### config.mk
export PLATFORM = sky130hd
export DESIGN_NAME = instruction_fetch_unit_flat
export DESIGN_NICKNAME = d
export VERILOG_FILES = /design/src/rtl/ifu_pkg.sv /design/src/rtl/instruction_fetch_unit_if.sv /design/src/rtl/fetch_queue.sv /design/src/rtl/instruction_fetch_unit.sv /design/src/flat_wrapper.sv
export SDC_FILE = /design/constraint.sdc
export NUM_CORES = 1
export LEC_CHECK = 0
export ABC_AREA = 1
export ABC_CLOCK_PERIOD_IN_PS = 4000
export CAP_MARGIN = 30
export CELL_PAD_IN_SITES_DETAIL_PLACEMENT = 2
export CELL_PAD_IN_SITES_GLOBAL_PLACEMENT = 2
export CORE_ASPECT_RATIO = 0.8
export CORE_UTILIZATION = 34
export DETAILED_ROUTE_END_ITERATION = 10
export PLACE_DENSITY_LB_ADDON = 0.1
export SKIP_CTS_REPAIR_TIMING = 1
export SLEW_MARGIN = 10
export SYNTH_ARGS = -nofsm -noshare
export SYNTH_HDL_FRONTEND = slang
export SYNTH_SLANG_ARGS = --single-unit
### constraint.sdc
create_clock -name Clk -period 4 [get_ports Clk]
set_clock_uncertainty 0.2 [all_clocks]
set_input_delay 0.6 -clock Clk [delete_from_list [all_inputs] [get_ports Clk]]
set_output_delay 0.6 -clock Clk [all_outputs]
set_load 0.03 [all_outputs]
### src/rtl/ifu_pkg.sv
// Shared types for the instruction fetch unit: FSM states, word/PC constants and
// the fetch-queue entry pairing an instruction with the byte address it came from.
package ifu_pkg;

   localparam int          INSTR_W = 32;
   localparam logic [31:0] PC_STEP = 32'd4;

   typedef enum logic [1:0] {
      S_BOOT  = 2'd0,
      S_FETCH = 2'd1,
      S_FULL  = 2'd2
   } ifu_state_t;

   typedef struct packed {
      logic [INSTR_W-1:0] instr;
      logic [INSTR_W-1:0] pc;
   } fetch_entry_t;

endpackage

### src/rtl/instruction_fetch_unit_if.sv
// Fetch-unit bus bundle: instruction-memory port, redirect from execute, decode handshake.
// master = fetch unit side, slave = memory/execute/decode side.
interface instruction_fetch_unit_if;

   logic [ifu_pkg::INSTR_W-1:0] ImemAddress;
   logic [ifu_pkg::INSTR_W-1:0] ImemInstruction;
   logic                        Redirect;
   logic [ifu_pkg::INSTR_W-1:0] RedirectTarget;
   logic                        InstrValid;
   logic                        InstrReady;
   logic [ifu_pkg::INSTR_W-1:0] Instruction;
   logic [ifu_pkg::INSTR_W-1:0] InstrPC;

   modport master (
      output ImemAddress, InstrValid, Instruction, InstrPC,
      input  ImemInstruction, Redirect, RedirectTarget, InstrReady
   );

   modport slave (
      input  ImemAddress, InstrValid, Instruction, InstrPC,
      output ImemInstruction, Redirect, RedirectTarget, InstrReady
   );

endinterface

### src/rtl/fetch_queue.sv
// Synchronous FIFO of {instr, pc}; push visible at the head one cycle later, flush wins.
// The head is read from registered storage; when empty it holds the last head shown.
module fetch_queue
   import ifu_pkg::*;
#(
   parameter int DEPTH = 2,
   localparam int AW  = $clog2(DEPTH),
   localparam int CW  = AW + 1
) (
   input  logic         Clk,
   input  logic         Reset_n,
   input  logic         i_push,
   input  fetch_entry_t i_push_dat,
   input  logic         i_pop,
   input  logic         i_flush,
   output fetch_entry_t o_head_dat,
   output logic [CW-1:0] o_count
);

   fetch_entry_t  r_mem [DEPTH];
   fetch_entry_t  r_hold;
   logic [AW-1:0] r_wr_ptr;
   logic [AW-1:0] r_rd_ptr;
   logic [CW-1:0] r_count;

   always_ff @(posedge Clk or negedge Reset_n) begin
      if (!Reset_n) begin
         for (int i = 0; i < DEPTH; i++) r_mem[i] <= '0;
         r_hold   <= '0;
         r_wr_ptr <= '0;
         r_rd_ptr <= '0;
         r_count  <= '0;
      end else begin
         // Snapshot the visible head so the outputs freeze once the queue drains.
         if (r_count != '0) r_hold <= r_mem[r_rd_ptr];
         if (i_flush) begin
            r_wr_ptr <= '0;
            r_rd_ptr <= '0;
            r_count  <= '0;
         end else begin
            if (i_push) begin
               r_mem[r_wr_ptr] <= i_push_dat;
               r_wr_ptr        <= r_wr_ptr + AW'(1);
            end
            if (i_pop) r_rd_ptr <= r_rd_ptr + AW'(1);
            case ({i_push, i_pop})
               2'b10:   r_count <= r_count + CW'(1);
               2'b01:   r_count <= r_count - CW'(1);
               default: r_count <= r_count;
            endcase
         end
      end
   end

   assign o_head_dat = (r_count != '0) ? r_mem[r_rd_ptr] : r_hold;
   assign o_count    = r_count;

endmodule

### src/rtl/instruction_fetch_unit.sv
// PC owner and fetch initiator: one word per cycle into fetch_queue, head valid 1 cycle after fetch.
// Stops fetching when the queue is full and decode stalls; Redirect flushes. Option: IFU_FETCH_STATS_EN.
module instruction_fetch_unit
   import ifu_pkg::*;
#(
   parameter logic [31:0] RESET_PC    = 32'h0,
   parameter int          QUEUE_DEPTH = 2
) (
   input  logic                     Clk,
   input  logic                     Reset_n,
   instruction_fetch_unit_if.master bus
`ifdef IFU_FETCH_STATS_EN
   ,
   output logic [31:0]              FetchCount,
   output logic [31:0]              StallCount
`endif
);

   localparam int          QCW      = $clog2(QUEUE_DEPTH) + 1;
   localparam logic [31:0] W_RST_PC = {RESET_PC[31:2], 2'b00};

   ifu_state_t   r_state;
   ifu_state_t   w_state_nxt;
   logic [31:0]  r_pc;
   logic [31:0]  w_target;
   logic [QCW-1:0] w_count;
   logic         w_full;
   logic         w_empty;
   logic         w_fetch_en;
   logic         w_push;
   logic         w_pop;
   fetch_entry_t w_push_dat;
   fetch_entry_t w_head;

   assign w_target   = bus.RedirectTarget & 32'hFFFF_FFFC;
   assign w_full     = (w_count == QCW'(QUEUE_DEPTH));
   assign w_empty    = (w_count == '0);
   assign w_fetch_en = !w_full || bus.InstrReady;
   assign w_pop      = !w_empty && bus.InstrReady && !bus.Redirect;

   always_ff @(posedge Clk or negedge Reset_n) begin
      if (!Reset_n) r_state <= S_BOOT;
      else          r_state <= w_state_nxt;
   end

   always_comb begin
      w_state_nxt = r_state;
      if (bus.Redirect) begin
         w_state_nxt = S_FETCH;
      end else begin
         case (r_state)
            S_BOOT:  w_state_nxt = S_FETCH;
            S_FETCH: if (!w_fetch_en) w_state_nxt = S_FULL;
            S_FULL:  if (w_pop) w_state_nxt = S_FETCH;
            default: w_state_nxt = S_BOOT;
         endcase
      end
   end

   // A full queue with decode ready still fetches: the pop frees the slot on the same edge.
   always_comb begin
      w_push = 1'b0;
      case (r_state)
         S_FETCH, S_FULL: w_push = w_fetch_en && !bus.Redirect;
         default:         w_push = 1'b0;
      endcase
   end

   always_ff @(posedge Clk or negedge Reset_n) begin
      if (!Reset_n)          r_pc <= W_RST_PC;
      else if (bus.Redirect) r_pc <= w_target;
      else if (w_push)       r_pc <= r_pc + PC_STEP;
   end

   assign w_push_dat.instr = bus.ImemInstruction;
   assign w_push_dat.pc    = r_pc;

   fetch_queue #(.DEPTH(QUEUE_DEPTH)) u_fetch_queue (
      .Clk        (Clk),
      .Reset_n    (Reset_n),
      .i_push     (w_push),
      .i_push_dat (w_push_dat),
      .i_pop      (w_pop),
      .i_flush    (bus.Redirect),
      .o_head_dat (w_head),
      .o_count    (w_count)
   );

   assign bus.ImemAddress = r_pc;
   assign bus.InstrValid  = !w_empty;
   assign bus.Instruction = w_head.instr;
   assign bus.InstrPC     = w_head.pc;

`ifdef IFU_FETCH_STATS_EN
   always_ff @(posedge Clk or negedge Reset_n) begin
      if (!Reset_n) begin
         FetchCount <= '0;
         StallCount <= '0;
      end else begin
         if (w_push)            FetchCount <= FetchCount + 32'd1;
         if (r_state == S_FULL) StallCount <= StallCount + 32'd1;
      end
   end
`endif

endmodule

### src/flat_wrapper.sv
// flat-port wrapper written by rule: the top's interface ports become plain ports
module instruction_fetch_unit_flat import ifu_pkg::*;
#(
   parameter logic [31:0] RESET_PC    = 32'h0,
   parameter int          QUEUE_DEPTH = 2
)
  (Clk, Reset_n, bus_ImemAddress, bus_InstrValid, bus_Instruction, bus_InstrPC, bus_ImemInstruction, bus_Redirect, bus_RedirectTarget, bus_InstrReady);
  instruction_fetch_unit_if bus_i ();
  input  logic Clk;
  input  logic Reset_n;
  output wire logic [$bits(bus_i.ImemAddress)-1:0] bus_ImemAddress;
  output wire logic [$bits(bus_i.InstrValid)-1:0] bus_InstrValid;
  output wire logic [$bits(bus_i.Instruction)-1:0] bus_Instruction;
  output wire logic [$bits(bus_i.InstrPC)-1:0] bus_InstrPC;
  input wire logic [$bits(bus_i.ImemInstruction)-1:0] bus_ImemInstruction;
  input wire logic [$bits(bus_i.Redirect)-1:0] bus_Redirect;
  input wire logic [$bits(bus_i.RedirectTarget)-1:0] bus_RedirectTarget;
  input wire logic [$bits(bus_i.InstrReady)-1:0] bus_InstrReady;
  assign bus_ImemAddress = bus_i.ImemAddress;
  assign bus_InstrValid = bus_i.InstrValid;
  assign bus_Instruction = bus_i.Instruction;
  assign bus_InstrPC = bus_i.InstrPC;
  assign bus_i.ImemInstruction = bus_ImemInstruction;
  assign bus_i.Redirect = bus_Redirect;
  assign bus_i.RedirectTarget = bus_RedirectTarget;
  assign bus_i.InstrReady = bus_InstrReady;
  instruction_fetch_unit #(.RESET_PC(RESET_PC), .QUEUE_DEPTH(QUEUE_DEPTH)) u_core (.Clk(Clk), .Reset_n(Reset_n), .bus(bus_i));
endmodule
# After elaboration in Yosys (flattened, before gate mapping)
# Index checks and enable logic that the tools add are counted.
[word_totals] reg_bits=230 latch_bits=0 ram_bits=0 mem_bits_ro=0 inputBits=68 out_inout_bits=97 elab_cells=66 mem_count=0
[op_classes] add_sub_neg=5 n_mul=0 div=0 n_lt_le_gt_ge=3 n_eq_ne=7 shifts=0 n_mux=20 n_bitwise=3 reduce_logical=17
[ops] operator="$mux 64" n=5
[ops] operator="$bwmux 128" n=1
[ops] operator="$demux 64 s1" n=1
[ops] operator="$mux 32" n=2
[ops] operator="$add 32x3->32 const B" n=1
[ops] operator="$mux 2" n=4
[ops] operator="$eq 2x2->1 const B" n=3
[ops] operator="$ne 3x3->1 const B" n=2
[ops] operator="$pmux 2 s3" n=1
[ops] operator="$reduce_bool 2->1" n=3
[ops] operator="$mux 1" n=5
[ops] operator="$eq 2x1->1 const B" n=2
[ops] operator="$ge 2x2->1 const B" n=2
[ops] operator="$logic_and 1x1->1" n=4
[ops] operator="$logic_not 2->1" n=2
[ops] operator="$not 1->2" n=2
[ops] operator="$pmux 2 s2" n=1
[ops] operator="$reduce_and 2->1" n=2
[ops] operator="$logic_not 1->1" n=3
[ops] operator="$reduce_bool 3->1" n=1
[ops] operator="$add 1x1->1 const B" n=2
[ops] operator="$add 2x1->2 const B" n=1
[ops] operator="$lt 2x1->1 const B" n=1
[ops] operator="$reduce_or 2->1" n=1
[ops] operator="3 further kinds" n=3

# Depth between registers and ports, before layout
# Gate-level depths: netlist of run 1.
[logic_depth] depth_word=8 depth_mapped=10 ltp_nobuf=10

# Cells and area by module
# Synthesis of run 1 repeated with hierarchy kept, for this count alone.
[hier_totals] hier_cells=1234 area_unflattened_um2=10611.4
[modules_own_cells] mod="fetch_queue" instances=1 cells_each=854 area_per_inst_um2=8167.8 seq_area_each_um2=4904.7
[modules_own_cells] mod="instruction_fetch_unit" instances=1 cells_each=380 area_per_inst_um2=2443.6 seq_area_each_um2=800.8

# Least setup slack after synthesis of run 1
# No wires, ideal clock.
[synth_timing] path_kind="reg2out" start="reg u_core.u_fetch_queue.r_count[1] (netlist: u_core.u_fetch_queue.o_count[1])" end="out bus_Instruction[21]" arrival_ps=1638 t_required_ps=3200 setup_slack_ps=1562 stages_incl_launch_ff=6 path_buffers=1 cell_sequence="dfrtp_1 -> nor2_2 -> inv_2 -> clkbuf_1 -> nor2_1 -> a21oi_1"
[synth_between] elab_chain_len=2
[synth_lines] item="start: declaration" line_no="fetch_queue.sv:24" rtl="logic [CW-1:0] r_count;"
[synth_lines] item="start signal: assignment" line_no="fetch_queue.sv:47" rtl="2'b10: r_count <= r_count + CW'(1);"
[synth_lines] item="start signal: assignment" line_no="fetch_queue.sv:48" rtl="2'b01: r_count <= r_count - CW'(1);"
[synth_lines] item="start signal: assignment" line_no="fetch_queue.sv:49" rtl="default: r_count <= r_count;"
[synth_lines] item="$reduce_bool 2->1" line_no="fetch_queue.sv:55" rtl="assign o_head_dat = (r_count != '0) ? r_mem[r_rd_ptr] : r_hold;"
[synth_lines] item="$mux 64" line_no="fetch_queue.sv:55"
[synth_lines] item="end: declaration" line_no="flat_wrapper.sv:13" rtl="output wire logic [$bits(bus_i.Instruction)-1:0] bus_Instruction;"
# Every way passes these cells.

# Final worst setup path of run 1
[layout_timing] start="reg u_core.u_fetch_queue.r_rd_ptr" end="out bus_InstrPC[9]"
[layout_between] elab_chain_len=5
[layout_lines] item="start: declaration" line_no="fetch_queue.sv:23" rtl="logic [AW-1:0] r_rd_ptr;"
[layout_lines] item="start signal: assignment" line_no="fetch_queue.sv:45" rtl="if (i_pop) r_rd_ptr <= r_rd_ptr + AW'(1);"
[layout_lines] item="$not 1->2 (not written as such)" line_no="fetch_queue.sv:55"
[layout_lines] item="$mux 64 (not written as such) (3 in a row)" line_no="fetch_queue.sv:55"
[layout_lines] item="$mux 64" line_no="fetch_queue.sv:55"
[layout_lines] item="end: declaration" line_no="flat_wrapper.sv:14" rtl="output wire logic [$bits(bus_i.InstrPC)-1:0] bus_InstrPC;"
# Every way passes these cells. The select of a mux whose other input is x is not followed.

==> results of run 1 <==
cells in the mapped netlist, drive strengths merged:
library cell	instances	area share (%)
o221ai	2	0.17
nand4	1	0.062
nand3	61	3.2
nor3	4	0.20
ha	4	0.49
buf	37	2.4
o21a	30	2.2
nor2	114	4.4
a21oi	130	6.4
o21bai	8	0.59
dfrtp	224	55
xnor2	1	0.086
conb	1	0.037
clkbuf	34	1.3
o211ai	4	0.30
o21ai	89	4.4
nand3b	1	0.074
and2	1	0.062
inv	64	2.4
nand2	412	15
xor2	9	0.78
a31oi	2	0.12
sequential cells by signal (all words and copies together), names as in the netlist:
name	flops
u_core.bus.ImemAddress	30
u_core.u_fetch_queue.r_wr_ptr	1
u_core.r_state	2
u_core.u_fetch_queue.o_count	2
u_core.u_fetch_queue.r_rd_ptr	1
u_core.u_fetch_queue.r_mem	124
u_core.u_fetch_queue.r_hold	64
power by group:
| part | internal (mW) | switching (mW) |
|---|---|---|
| combinational | 2.31 | 4.41 |
| sequential | 3.37 | 0.683 |
| clock | 1.34 | 0.973 |
critical path: stages, from the launching register on:
cell             delay (ns)
dfrtp_2                0.37
buf_4                  0.69
a21oi_1                0.15
a21oi_1                0.31
clkdlybuf4s50_1        0.74
per-layer routing:
metal / global-route usage (%) / part of all wire (%)
met1: 34.3 / 50
met2: 37.6 / 45
met3: 3.51 / 3.6
met4: 5.29 / 2.0
met5: 0 / 0
cell families (layout without fill, tap and decap cells):
logic type / after synthesis / in the layout
and+or+nand+nor: 594 / 594
AOI/OAI and AO/OA: 265 / 265
DFF: 224 / 224
buffers and inverters: 135 / 288
xor gates and xnor gates: 10 / 10
adders and majority gates: 4 / 4
other: 1 / 2
how the worst max path moves through the flow:
stage / startpoint / endpoint / slack (ns) / depth (start not counted)
2_1_floorplan: u_core.u_fetch_queue.o_count[1]$_DFFE_PN0P_ / bus_Instruction[21] / 1.56 / 5
3_3_place_gp: u_core.u_fetch_queue.r_rd_ptr$_DFFE_PN0P_ / bus_InstrPC[31] / 0.94 / 4
3_5_place_dp: u_core.u_fetch_queue.r_rd_ptr$_DFFE_PN0P_ / bus_InstrPC[28] / 0.94 / 4
4_1_cts: u_core.u_fetch_queue.r_rd_ptr$_DFFE_PN0P_ / bus_InstrPC[3] / 0.34 / 4
5_1_grt: u_core.u_fetch_queue.r_rd_ptr$_DFFE_PN0P_ / bus_InstrPC[3] / 0.21 / 4
6_report: u_core.u_fetch_queue.r_rd_ptr$_DFFE_PN0P_ / bus_InstrPC[9] / 0.36 / 4
through the flow:
stage	worst slack [ns]	cell area (um^2)	total power [mW]	std cells
floorplan	1.56	10200	8.02	1234
global placement	0.943	12100	10.6	1716
detailed placement	0.941	12100	10.8	1716
CTS	0.342	12900	13.3	1763
global route	0.210	12900	14.0	1764
finish	0.356	12900	13.1	1764
layout make-up:
type,instances,area (um^2),share of cell area [%]
multi-input cells,875,3960,30.6
well taps,377,472,3.65
inverters,64,240,1.86
clock buffers,40,783,6.06
clock inverters,7,48.8,0.378
repair buffers,177,1810,14.0
flip-flops and latches,224,5610,43.4
==> results.ini, run 1 <==
[flow_run]
drv_cap = 0

[cells_and_area]
final_util_pct = 44.0
fillerInstances = 3296
mostFrequentLayoutCell = nand2_1
syn2layout_area_growth_pct = 27.2
fin_nets = 1440
final_cell_mix = nand2_1 (411), dfrtp_1 (223), clkdlybuf4s50_1 (159)
antenna_cells = 0
drive_above_1_share_pct = 5.19

[yosys]
synth_cell_types = 30
synth_top_family_by_area = simple AND/OR/NAND/NOR gates
syn_area_per_cell_um2 = 8.23
yosysWarningCount = 0
ys_ff_latch = 224
synthMuxAreaShare_pct = 0
synth-compound-area-share_pct = 14.2
postSynthCellCount = 1233
yosys.area_share.simple_pct = 23.2
ys_seq_area_share_pct = 55.2
synthAdderAreaFrac_pct = 0.493
syn_area_um2 = 10200
synth_xor_area_share_pct = 0.863

[clocking]
root_buffer = clkbuf_16
cts_max_path_buffers = 3
clkSinkCount = 224
cts_tree = yes
clk_latency_ns = 0.54
path_clk_slew_ns = 0.06
numCtsBuffers = 26
htreeDepth = 1

[route]
via_per_inst = 5.09
drt-initial-drc-count = 399
num_vias = 8972
drc = 0
wl_per_cell_um = 19.9
drt_pass1_iterations = 5
ant_nets = 0
drt_wl_total_um = 35100

[floorplan]
fp.dieH_um = 157
initial_utilization_pct = 34.6
fp-row-count = 56
die_width_um = 195
coreArea_um2 = 29400
die_area_um2 = 30600
ios = 165

[sta]
slew_headroom_pct = 40.2
fmax_mhz = 274
tightest_slew_ns = 0.897
hold_ws_ns = 0.269
rsz0062_at_grt = false
slew_violations = 0
finalSetupViolCount = 0
finalSetupTns_ns = 0
hold_violations = 0
period_minus_slack_ns = 3.64
finalCritPeriodShare_pct = 91.1

[placed_design]
portBuffers = 160
place_congestion = 0.776
dp_hpwl_um = 23000

[setup_path]
r2r_cells = 7
r2r-start = u_core.r_state[0]$_DFFE_PN0P_
timing.rr.end = u_core.u_fetch_queue.r_mem[26]$_DFFE_PN0P_
rrSetupSlack_ns = 1.53
arrival_ns = 2.84
cp-end-kind = output pin
worstSetupPathType = reg -> out
cp-start-kind = flip-flop
required_ns = 3.20
path_max_fanout = 64

[worst_hold_path]
min_path_type = reg -> reg
hp-start = u_core.u_fetch_queue.r_mem[117]$_DFFE_PN0P_
worstHoldEndpoint = u_core.u_fetch_queue.r_mem[117]$_DFFE_PN0P_
hold_path_depth = 2

[status]
run_status = completed

[global_routing]
antenna_found_initial = 0
globalRouteOverflowTotal = 0
grt_max_degree = 85
grt_pass1_wl_um = 56700
grt_pass1_vias = 10100
grt.total_usage_pct = 23.8

[pwr]
power_leakage_nw = 5.88
vdd_drop_max_mv = 0.399
power.density_nw_per_um2 = 1010

(Power assumes the default switching activity.)
==> run 2, diff against run 1 <==
SLEW_MARGIN = unset   (was 10)
==> results of run 2 <==
The final DEF is identical to that of run 1; final timing and power are the same.
==> variant (settings of run 1) <==
The 3 states of `ifu_state_t` get a one-hot encoding in 3 bits.
--- a/src/rtl/ifu_pkg.sv
+++ b/src/rtl/ifu_pkg.sv
@@ -5,10 +5,10 @@
    localparam int          INSTR_W = 32;
    localparam logic [31:0] PC_STEP = 32'd4;
 
-   typedef enum logic [1:0] {
-      S_BOOT  = 2'd0,
-      S_FETCH = 2'd1,
-      S_FULL  = 2'd2
+   typedef enum logic [2:0] {
+      S_BOOT  = 3'b001,
+      S_FETCH = 3'b010,
+      S_FULL  = 3'b100
    } ifu_state_t;
 
    typedef struct packed {
Formal check against the unedited RTL: no difference found for any inputs over 4 cycles, from zero or initial values and one cycle with Reset_n low; so few cycles prove little.
==> variant against run 1 <==
  * Fmax is 2.1% lower
  * Sequential share of layout area grew 0.89 points
  * Worst hold slack gained 0.016 ns
  * Utilization is 0.42 points higher
  * Die area shrank 1.4%
  * Combinational power down 10%
  * Wire length decreased by 5.4%
  * Cell count shrank 0.74%
  * Power decreased by 6.1%
  * Final area fell by 1.6%
  * Worst setup slack worse by 0.079 ns
  * Area after synthesis is 1.4% lower
  * Sequential cell count increased by 1
  * Largest cell class unchanged
  * Largest power group unchanged
  * Highest routed layer unchanged
==> variant: results (changes against run 1) <==
[power]
p_clk_mw=2.24  ; -3%
p_leak_nw=5.79  ; -1.4%
sw_frac_of_total_pct=45.0  ; -1.4 points
pwr_density_cell_mw_per_mm2=967  ; -4.6%
ir_drop_mv=0.502  ; +26%
sequentialPowerShare_pct=32.8  ; +1.9 points

[critical_path]
reg2reg_from=u_core.bus.ImemAddress[3]$_DFFE_PN0P_
arrival_ns=2.92  ; +0.08 ns
cp_max_fo=62  ; -3.1%
cpPeakStageDelay_ns=0.76  ; +0.02 ns
worstSetupEndpoint=bus_InstrPC[23]
worstReg2RegEnd=u_core.bus.ImemAddress[16]$_DFFE_PN0P_
regToRegSetupSlack_ns=1.58  ; +0.05 ns
ff2ff_path_depth=8  ; +1

[synth]
synthFlopType=dfrtp_1
yosysSeqAreaShare_pct=56.2  ; +1.0 points
synth_common_cells=nand2_1, dfrtp_1, nor2_1, o21ai_0, inv_1
netlist-cell-type-count=34  ; +13%
ys_warn_count=0  ; unchanged
syn_inst=1228  ; -0.41%
synthTopCellsByArea=dfrtp_1, nand2_1, nor2_1

[layout]
fill_cells=3207  ; -2.7%
nets=1435  ; -0.35%
largest_register=u_core.u_fetch_queue.r_mem
layout-drive-gt1-share_pct=5.14  ; -0.050 points

[grt]
use_met1_pct=31.4  ; -2.9 points
grt_pass1_wl_um=54200  ; -4.3%
grtUsageTotal_pct=22.7  ; -1.1 points
antenna_found_initial=0  ; unchanged
grt-busiest-layer=met2
gr-usage-met3_pct=2.56  ; -0.95 points
grt_pass1_vias=9764  ; -2.9%
gr-usage-met2_pct=38.1  ; +0.51 points
grt_max_degree=80  ; -5.9%

[routing]
drt_iter0_drc=417  ; +4.5%
top_layer=met4
wl_per_cell_um=19.0  ; -4.7%
via_per_inst=5.07  ; -0.25%
wl_met2_um=15900  ; +1.2%
vias=8884  ; -0.98%
first_pass_iters=4  ; -1
wirelength_met1_um=15800  ; -9.5%
dr_wl_met3_um=881  ; -31%

[clock_network]
cts_buffers=25  ; -3.8%
clock_path_buffers=3  ; unchanged
clk_latency_ns=0.52  ; -0.02 ns

[sta]
hold_slack_ns=0.286  ; +0.0164 ns
max_freq_mhz=269  ; -2.1%
tightest_slew_ns=0.804  ; -0.0929 ns

[placement]
post-place-cells=1708  ; -0.47%
post-place-ws_ns=0.867  ; -0.0738 ns
gp_congestion=0.862  ; +11%
place_area_sq_mm=0.0119  ; -1.2%
dp.final_hpwl_um=21800  ; -5.0%

[min_path]
min_to=u_core.u_fetch_queue.r_mem[110]$_DFFE_PN0P_
hp-start=u_core.u_fetch_queue.r_mem[110]$_DFFE_PN0P_

[status]
status=finished, final reports clean

==> variant: cell families after synthesis <==
kind of cell	after synthesis	synth area share, %
simple gates	613	24.0
compound gates	231	12.7
flops	225	56.2
buf+inv	155	6.69
xor+xnor	2	0.175
fa+ha+maj	1	0.125
other cells	1	0.0375
==> variant: layout make-up <==
| cell class | instances | area (sq um) | area share (%) |
|---|---|---|---|
| Inverter | 88 | 330 | 2.60 |
| Clock inverter | 6 | 60.1 | 0.472 |
| Multi-Input combinational cell | 849 | 3730 | 29.3 |
| Sequential cell | 225 | 5630 | 44.3 |
| Clock buffer | 36 | 717 | 5.64 |
| Tap cell | 370 | 463 | 3.64 |
| Timing Repair Buffer | 177 | 1790 | 14.0 |
==> variant: worst reg2reg max path, cell delays in order (launching register included) <==
cell     delay (ns)
dfrtp_1        0.51
ha_1           0.29
nand3_1        0.20
nor2_1         0.56
nand3_1        0.16
nand2_1        0.12
nand3_1        0.08
nand2_1        0.08
o21ai_0        0.08
